`config.mk`:
```
export PLATFORM = sky130hd
export DESIGN_NAME = simpson_sched_flat
export DESIGN_NICKNAME = d
export VERILOG_FILES = /design/src/rtl/simpson_pkg.sv /design/src/rtl/simpson_if.sv /design/src/rtl/simpson_acc.sv /design/src/rtl/simpson_sched.sv /design/src/flat_wrapper.sv
export SDC_FILE = /design/constraint.sdc
export NUM_CORES = 1
export LEC_CHECK = 0
export CAP_MARGIN = 10
export CORE_MARGIN = 4
export CORE_UTILIZATION = 65
export CTS_CLUSTER_SIZE = 20
export DETAILED_ROUTE_END_ITERATION = 12
export GPL_ROUTABILITY_DRIVEN = 0
export HOLD_SLACK_MARGIN = 0.12
export PLACE_DENSITY_LB_ADDON = 0.12
export SLEW_MARGIN = 40
export SYNTH_ARGS = -nofsm -noshare
export SYNTH_HDL_FRONTEND = slang
export SYNTH_SLANG_ARGS = --single-unit
```
`constraint.sdc`:
```
create_clock -name clk -period 20.8 [get_ports clk]
set_input_delay 4.16 -clock clk [delete_from_list [all_inputs] [get_ports clk]]
set_output_delay 4.16 -clock clk [all_outputs]
set_load 0.02 [all_outputs]
```
`src/rtl/simpson_pkg.sv`:
```
// rtl/simpson_pkg.sv - shared types and constants for the Simpson's-rule scheduler
package simpson_pkg;

  localparam int W_DEF = 16;

  // Simpson weights for one pair of intervals: 1, 4, 1 over divisor 3
  localparam int WT_END  = 1;
  localparam int WT_MID  = 4;
  localparam int DIVISOR = 3;

  // Odd tail is integrated with the trapezoid rule: (v1 + v2) >> 1
  localparam int TAIL_SHIFT = 1;

  typedef enum logic [3:0] {
    S_IDLE,
    S_CHECK,
    S_TAIL_X1,
    S_TAIL_X2,
    S_TAIL_ACC,
    S_P_X0,
    S_P_X1,
    S_P_X2,
    S_P_ACC,
    S_FINISH
  } state_t;

endpackage

```
`src/rtl/simpson_if.sv`:
```
// rtl/simpson_if.sv - user-side and evaluator-side signals of the scheduler
interface simpson_if #(
  parameter int W = 16
);
  logic         start;
  logic [W-1:0] a_in;
  logic [W-1:0] b_in;
  logic         busy;
  logic         done;
  logic         err;
  logic [W-1:0] result;
  logic         eval_req;
  logic [W-1:0] eval_x;
  logic         eval_ack;
  logic [W-1:0] eval_value;

  // The scheduler itself
  modport slave (
    input  start, a_in, b_in, eval_ack, eval_value,
    output busy, done, err, result, eval_req, eval_x
  );

  // The user FSM plus the evaluator
  modport master (
    output start, a_in, b_in, eval_ack, eval_value,
    input  busy, done, err, result, eval_req, eval_x
  );
endinterface

```
`src/rtl/simpson_acc.sv`:
```
// rtl/simpson_acc.sv - weighted-sum, divide and accumulate datapath
module simpson_acc
  import simpson_pkg::*;
#(
  parameter int W  = W_DEF,
  parameter int SW = W + 3
) (
  input  logic         clk,
  input  logic         rst_n,
  input  logic         i_clear,
  input  logic         i_add,
  input  logic         i_tail,
  input  logic [W-1:0] i_v0,
  input  logic [W-1:0] i_v1,
  input  logic [W-1:0] i_v2,
  output logic [W-1:0] o_acc
);

  logic [W:0]    w_tail_sum;
  logic [W-1:0]  w_tail_term;
  logic [SW-1:0] w_pair_sum;
  logic [W-1:0]  w_pair_term;
  logic [W-1:0]  w_inc;
  logic [W-1:0]  r_acc;

  // Tail: average of the two endpoints, one extra bit so the carry is kept
  assign w_tail_sum  = {1'b0, i_v1} + {1'b0, i_v2};
  assign w_tail_term = W'(w_tail_sum >> TAIL_SHIFT);

  // Pair: 1-4-1 weighted sum is wide enough for the worst case, then truncating divide
  assign w_pair_sum  = SW'(WT_END) * SW'(i_v0) + SW'(WT_MID) * SW'(i_v1) + SW'(WT_END) * SW'(i_v2);
  assign w_pair_term = W'(w_pair_sum / SW'(DIVISOR));

  assign w_inc = i_tail ? w_tail_term : w_pair_term;
  assign o_acc = r_acc;

  // Accumulator wraps mod 2^W; clear wins over add
  always_ff @(posedge clk or negedge rst_n) begin
    if (!rst_n) begin
      r_acc <= '0;
    end else if (i_clear) begin
      r_acc <= '0;
    end else if (i_add) begin
      r_acc <= r_acc + w_inc;
    end
  end

endmodule

```
`src/rtl/simpson_sched.sv`:
```
// rtl/simpson_sched.sv - sequences Simpson's-rule evaluations over one shared evaluator
module simpson_sched
  import simpson_pkg::*;
#(
  parameter int W  = W_DEF,
  parameter int SW = W + 3
) (
  input  logic      clk,
  input  logic      rst_n,
  simpson_if.slave  io_bus
);

  state_t       r_state;
  logic [W-1:0] r_ra;
  logic [W-1:0] r_rb;
  logic [W-1:0] r_f0;
  logic [W-1:0] r_f1;
  logic [W-1:0] r_f2;
  logic         r_cache;
  logic         r_busy;
  logic         r_done;
  logic         r_err;
  logic [W-1:0] r_result;
  logic         r_req;
  logic [W-1:0] r_x;

  logic         w_hs;
  logic         w_clear;
  logic         w_add;
  logic         w_tail;
  logic [W-1:0] w_acc;
  logic [W-1:0] w_diff;
  logic [W-1:0] w_rb_dec;
  logic [W-1:0] w_ra_inc1;
  logic [W-1:0] w_ra_inc2;

  assign w_hs      = r_req & io_bus.eval_ack;
  assign w_clear   = (r_state == S_IDLE) & io_bus.start;
  assign w_add     = (r_state == S_TAIL_ACC) | (r_state == S_P_ACC);
  assign w_tail    = (r_state == S_TAIL_ACC);
  assign w_diff    = r_rb - r_ra;
  assign w_rb_dec  = r_rb - W'(1);
  assign w_ra_inc1 = r_ra + W'(1);
  assign w_ra_inc2 = r_ra + W'(2);

  assign io_bus.busy     = r_busy;
  assign io_bus.done     = r_done;
  assign io_bus.err      = r_err;
  assign io_bus.result   = r_result;
  assign io_bus.eval_req = r_req;
  assign io_bus.eval_x   = r_x;

  simpson_acc #(
    .W  (W),
    .SW (SW)
  ) u_acc (
    .clk     (clk),
    .rst_n   (rst_n),
    .i_clear (w_clear),
    .i_add   (w_add),
    .i_tail  (w_tail),
    .i_v0    (r_f0),
    .i_v1    (r_f1),
    .i_v2    (r_f2),
    .o_acc   (w_acc)
  );

  // Control FSM: eval_req/eval_x are set on the edge entering an eval state and
  // the state is left on the edge where the handshake completes
  always_ff @(posedge clk or negedge rst_n) begin
    if (!rst_n) begin
      r_state  <= S_IDLE;
      r_ra     <= '0;
      r_rb     <= '0;
      r_f0     <= '0;
      r_f1     <= '0;
      r_f2     <= '0;
      r_cache  <= 1'b0;
      r_busy   <= 1'b0;
      r_done   <= 1'b0;
      r_err    <= 1'b0;
      r_result <= '0;
      r_req    <= 1'b0;
      r_x      <= '0;
    end else begin
      r_done <= 1'b0;
      case (r_state)
        S_IDLE: begin
          if (io_bus.start) begin
            r_ra    <= io_bus.a_in;
            r_rb    <= io_bus.b_in;
            r_err   <= 1'b0;
            r_busy  <= 1'b1;
            r_state <= S_CHECK;
          end
        end
        S_CHECK: begin
          r_cache <= 1'b0;
          if (r_ra >= r_rb) begin
            // Empty or reversed interval: report with a zero result
            r_err    <= 1'b1;
            r_busy   <= 1'b0;
            r_done   <= 1'b1;
            r_result <= w_acc;
            r_state  <= S_FINISH;
          end else if (w_diff[0]) begin
            r_req   <= 1'b1;
            r_x     <= w_rb_dec;
            r_state <= S_TAIL_X1;
          end else begin
            r_req   <= 1'b1;
            r_x     <= r_ra;
            r_state <= S_P_X0;
          end
        end
        S_TAIL_X1: begin
          if (w_hs) begin
            r_f1    <= io_bus.eval_value;
            r_x     <= r_rb;
            r_state <= S_TAIL_X2;
          end
        end
        S_TAIL_X2: begin
          if (w_hs) begin
            r_f2    <= io_bus.eval_value;
            r_req   <= 1'b0;
            r_state <= S_TAIL_ACC;
          end
        end
        S_TAIL_ACC: begin
          // Tail consumed the last interval; the remaining span is even
          r_rb    <= w_rb_dec;
          r_cache <= 1'b0;
          r_req   <= (r_ra != w_rb_dec);
          r_x     <= r_ra;
          r_state <= S_P_X0;
        end
        S_P_X0: begin
          if (r_ra == r_rb) begin
            r_req    <= 1'b0;
            r_busy   <= 1'b0;
            r_done   <= 1'b1;
            r_result <= w_acc;
            r_state  <= S_FINISH;
          end else if (r_cache) begin
            // f0 is the previous pair's f2, so go straight to the midpoint
            r_req   <= 1'b1;
            r_x     <= w_ra_inc1;
            r_state <= S_P_X1;
          end else if (w_hs) begin
            r_f0    <= io_bus.eval_value;
            r_x     <= w_ra_inc1;
            r_state <= S_P_X1;
          end
        end
        S_P_X1: begin
          if (w_hs) begin
            r_f1    <= io_bus.eval_value;
            r_x     <= w_ra_inc2;
            r_state <= S_P_X2;
          end
        end
        S_P_X2: begin
          if (w_hs) begin
            r_f2    <= io_bus.eval_value;
            r_req   <= 1'b0;
            r_state <= S_P_ACC;
          end
        end
        S_P_ACC: begin
          r_f0    <= r_f2;
          r_cache <= 1'b1;
          r_ra    <= w_ra_inc2;
          r_state <= S_P_X0;
        end
        S_FINISH: begin
          r_state <= S_IDLE;
        end
        default: begin
          r_state <= S_IDLE;
        end
      endcase
    end
  end

endmodule
```
`src/flat_wrapper.sv`:
```
// flat-port wrapper written by rule: the top's interface ports become plain ports
module simpson_sched_flat import simpson_pkg::*;
#(
  parameter int W  = W_DEF,
  parameter int SW = W + 3
)
  (clk, rst_n, io_bus_start, io_bus_a_in, io_bus_b_in, io_bus_eval_ack, io_bus_eval_value, io_bus_busy, io_bus_done, io_bus_err, io_bus_result, io_bus_eval_req, io_bus_eval_x);
  simpson_if #(.W(W)) io_bus_i ();
  input  logic clk;
  input  logic rst_n;
  input wire logic [$bits(io_bus_i.start)-1:0] io_bus_start;
  input wire logic [$bits(io_bus_i.a_in)-1:0] io_bus_a_in;
  input wire logic [$bits(io_bus_i.b_in)-1:0] io_bus_b_in;
  input wire logic [$bits(io_bus_i.eval_ack)-1:0] io_bus_eval_ack;
  input wire logic [$bits(io_bus_i.eval_value)-1:0] io_bus_eval_value;
  output wire logic [$bits(io_bus_i.busy)-1:0] io_bus_busy;
  output wire logic [$bits(io_bus_i.done)-1:0] io_bus_done;
  output wire logic [$bits(io_bus_i.err)-1:0] io_bus_err;
  output wire logic [$bits(io_bus_i.result)-1:0] io_bus_result;
  output wire logic [$bits(io_bus_i.eval_req)-1:0] io_bus_eval_req;
  output wire logic [$bits(io_bus_i.eval_x)-1:0] io_bus_eval_x;
  assign io_bus_i.start = io_bus_start;
  assign io_bus_i.a_in = io_bus_a_in;
  assign io_bus_i.b_in = io_bus_b_in;
  assign io_bus_i.eval_ack = io_bus_eval_ack;
  assign io_bus_i.eval_value = io_bus_eval_value;
  assign io_bus_busy = io_bus_i.busy;
  assign io_bus_done = io_bus_i.done;
  assign io_bus_err = io_bus_i.err;
  assign io_bus_result = io_bus_i.result;
  assign io_bus_eval_req = io_bus_i.eval_req;
  assign io_bus_eval_x = io_bus_i.eval_x;
  simpson_sched #(.W(W), .SW(SW)) u_core (.clk(clk), .rst_n(rst_n), .io_bus(io_bus_i));
endmodule
```
==> results.md <==
- Clk root buf: clkbuf_16
- Yosys reg bits: around 140
- Worst-Skew Late Latency: 440 ps
- Hold crit path type: reg -> reg
- R2R cell count: 46
- Hold_buf cts: 0
- Number of vias per cell: between 6 and 7
- Final setup vio count: 0
- Htree depth: 4
- Max Fanout on Critical Path: 14
- Ys async rst share: 1.00
- MaxCap Viol Count: 0
- Die width: 144 µm
- Slowest Stage Delay on Critical Path: 470 ps
- CP Class: reg -> reg
- Seq/Total Area, Yosys: 0.287
- Final wirelength: 34100 µm
- Launching point of the worst reg2reg path: u_core.r_f1[1]$_DFFE_PN0P_
- Avg Inst Size Synth: between 8 and 9 µm²
- Worst setup EP type: register
- Post-synth top flop: dfrtp_1
- Max Clock Skew: approximately 10 ps
- Ys Warns: 0
- CP arrival: 11490 ps
- Vias in the first global route: between 10000 and 15000
- Net count reported at finish: 1601
- EDFF count, synth: 0
- RSZ-0062 raised after global routing: false
- Hold wc startpoint: u_core.io_bus.err$_DFFE_PN0P_
- CTS resizes: 0
- Setup ws final: 9630 ps
- PortBufs: just under 90
- TritonRoute pass-1 iters: 7
- Number of remaining DRC errors: 0
- Diodes inserted: 0
- Final max-slew violation count: 0
- Post-Syn Area: roughly 0.012 mm²
- Count of different cell masters after synthesis: 93
- Least-Margin Pin Slew: around 870 ps
- 1st-iter DRT viols: 1435
- Slew headroom: 0.417
- Share of cells above drive strength 1: 0.102
- Final worst path period share: 0.537
- Worst path required time: 21120 ps
- Via count: between 10000 and 15000
- WHS Path Cells: 1
- Die area: ~0.021 mm²
- Final Core Density: 0.751
- Chip height: 144 µm
- Area grow syn2layout: 13.2%
- Cts bufs inserted: 17
- Antenna violations before repair: 0
- FF-to-FF End: u_core.u_acc.o_acc[15]$_DFFE_PN0P_
- Setup Buffers After CTS: 0
- Antenna Violating Nets Remaining: 0
- Sink Count: 137
- Startpoint class of the critical path: register
- Status: completed
- Rows: 49
- Buf+Inv Stages, Crit Path: 1
- # IOs: 88
- DP Worst Slack: 9910 ps
- Cell Count, Final, Fillers Out: between 1500 and 2000
- HPWL Detailed: between 20000 and 25000 µm
- Critical Path Slowest Stage Cell: fa_1
- TNS Setup: 0 ps
- Register-to-register setup slack: slightly below 10000 ps
- Delay-heaviest family, CP: compound AO/OA/AOI/OAI gates
- Max Freq: 0.0895 GHz
- CTS max path bufs: 2
- WL/cell: 20.0 µm
- CORE AREA: between 0.015 and 0.02 mm²
- Most common cell on crit path: a21oi_1
- Worst-path clk slew: approximately 70 ps
- Tmin final: about 11000 ps
- GRT overflow: 0
- Placed Cells incl. Taps: ~1700
- Hold path endpoint: u_core.io_bus.err$_DFFE_PN0P_
- GRT Total Usage: 0.329
- Initial Util: 0.663
- Largest net degree at the start of global routing: 80
- Hold Vio Cnt, Final: 0
- CTS tree: done
- Syn nets: 1565
- Cell count after synthesis: 1426
- First-pass GRT wire length: roughly 55000 µm
metrics by stage:
step                      cell area (µm²)  hold WS (ps)
after floorplan                     12000           450
after global placement              12900           468
after detailed placement            12900           475
after CTS                           13500           489
after global routing                13500           513
final                               13500           483
per-layer routing:
layer  track usage  vias up  part of all wire
met2         0.539      601              0.47
li1              -     5336                 -
met4         0.151        0             0.041
met5             0        -                 0
met1         0.421     5462              0.40
met3        0.0692      125             0.092
cell usage after synthesis, types with 8 or more instances:
master	instances	area share
nand4_1	16	0.0084
o211ai_1	16	0.010
a221o_1	12	0.010
nand3_1	55	0.023
a21oi_1	106	0.044
inv_1	46	0.014
a221oi_1	10	0.0073
fa_1	17	0.028
o21ai_0	124	0.052
nor3_1	40	0.017
a21o_1	18	0.011
mux2_2	53	0.050
nor4_1	10	0.0052
dfrtp_1	137	0.29
clkbuf_1	74	0.023
xnor2_1	57	0.042
a211oi_1	11	0.0069
and2_1	8	0.0042
xor2_1	28	0.021
mux2i_1	23	0.019
and3_1	16	0.0084
ha_1	70	0.073
nand2b_1	11	0.0058
o21bai_1	16	0.010
o21a_1	18	0.011
nor2_1	114	0.036
nor2b_1	12	0.0063
a31oi_1	27	0.014
nand2_1	131	0.041
area by class of cell:
cell class / instances / area, µm²
fillers: 1418 / 4490
flip-flops and latches: 137 / 3430
inverters: 46 / 173
well taps: 229 / 287
clock buffers: 17 / 425
multi-input cells: 1157 / 8040
clock inverters: 15 / 180
repair buffers: 103 / 996
sequential cells by signal (all words and copies together), names as in the netlist:
signal,cells
u_core.r_f1,16
u_core.r_rb,16
u_core.r_f0,16
u_core.r_state,4
u_core.io_bus.eval_x,16
u_core.io_bus.err,1
u_core.io_bus.result,16
u_core.r_f2,16
u_core.u_acc.o_acc,16
u_core.io_bus.busy,1
u_core.r_ra,16
u_core.io_bus.done,1
u_core.io_bus.eval_req,1
u_core.r_cache,1
cell families (layout without fill, tap and decap cells):
logic type      after synthesis  in the layout  share of synthesized area
compound gates              466            466                      0.263
flops                       137            137                      0.287
simple gates                443            443                      0.173
mux                          76             76                     0.0692
buf+inv                     132            181                     0.0441
fa+ha+maj                    87             87                      0.102
xor+xnor                     85             85                     0.0623
how the worst max path moves through the flow:
stage                                           from                            endpoint  depth (start not counted)
after global placement    u_core.r_f1[1]$_DFFE_PN0P_  u_core.u_acc.o_acc[15]$_DFFE_PN0P_                         46
final                     u_core.r_f1[1]$_DFFE_PN0P_  u_core.u_acc.o_acc[15]$_DFFE_PN0P_                         46
after floorplan           u_core.r_f2[3]$_DFFE_PN0P_  u_core.u_acc.o_acc[15]$_DFFE_PN0P_                         48
after detailed placement  u_core.r_f1[1]$_DFFE_PN0P_  u_core.u_acc.o_acc[15]$_DFFE_PN0P_                         46
after CTS                 u_core.r_f1[1]$_DFFE_PN0P_  u_core.u_acc.o_acc[15]$_DFFE_PN0P_                         46
after global routing      u_core.r_f1[1]$_DFFE_PN0P_  u_core.u_acc.o_acc[15]$_DFFE_PN0P_                         46
cells in the final DEF (no fill, tap or decap), drive strengths merged, types with 7 or more instances in the layout:
master         synthesis  routed
a221oi                11      11
nor2                 115     115
nand2                132     132
nor2b                 12      12
a21o                  18      18
nand2b                11      11
buf                   12      17
nand3                 55      55
clkbuf                74      17
a211oi                13      13
o21a                  19      19
nand4                 16      16
o22ai                  9       9
mux2                  53      53
nor4                  10      10
nor3                  41      41
ha                    70      70
or3                    7       7
and3                  16      16
a21oi                108     108
o211ai                17      17
o21bai                16      16
o21ai                132     132
mux2i                 23      23
inv                   46      56
a31oi                 28      28
or2                    9       9
xnor2                 57      57
a221o                 12      12
xor2                  28      28
and2                   8       8
a22oi                  8       8
fa                    17      17
dfrtp                137     137
clkdlybuf4s50          0      86
Power is not shown: default switching activity piles up to over one toggle a cycle in this logic, so the estimate is an artifact.
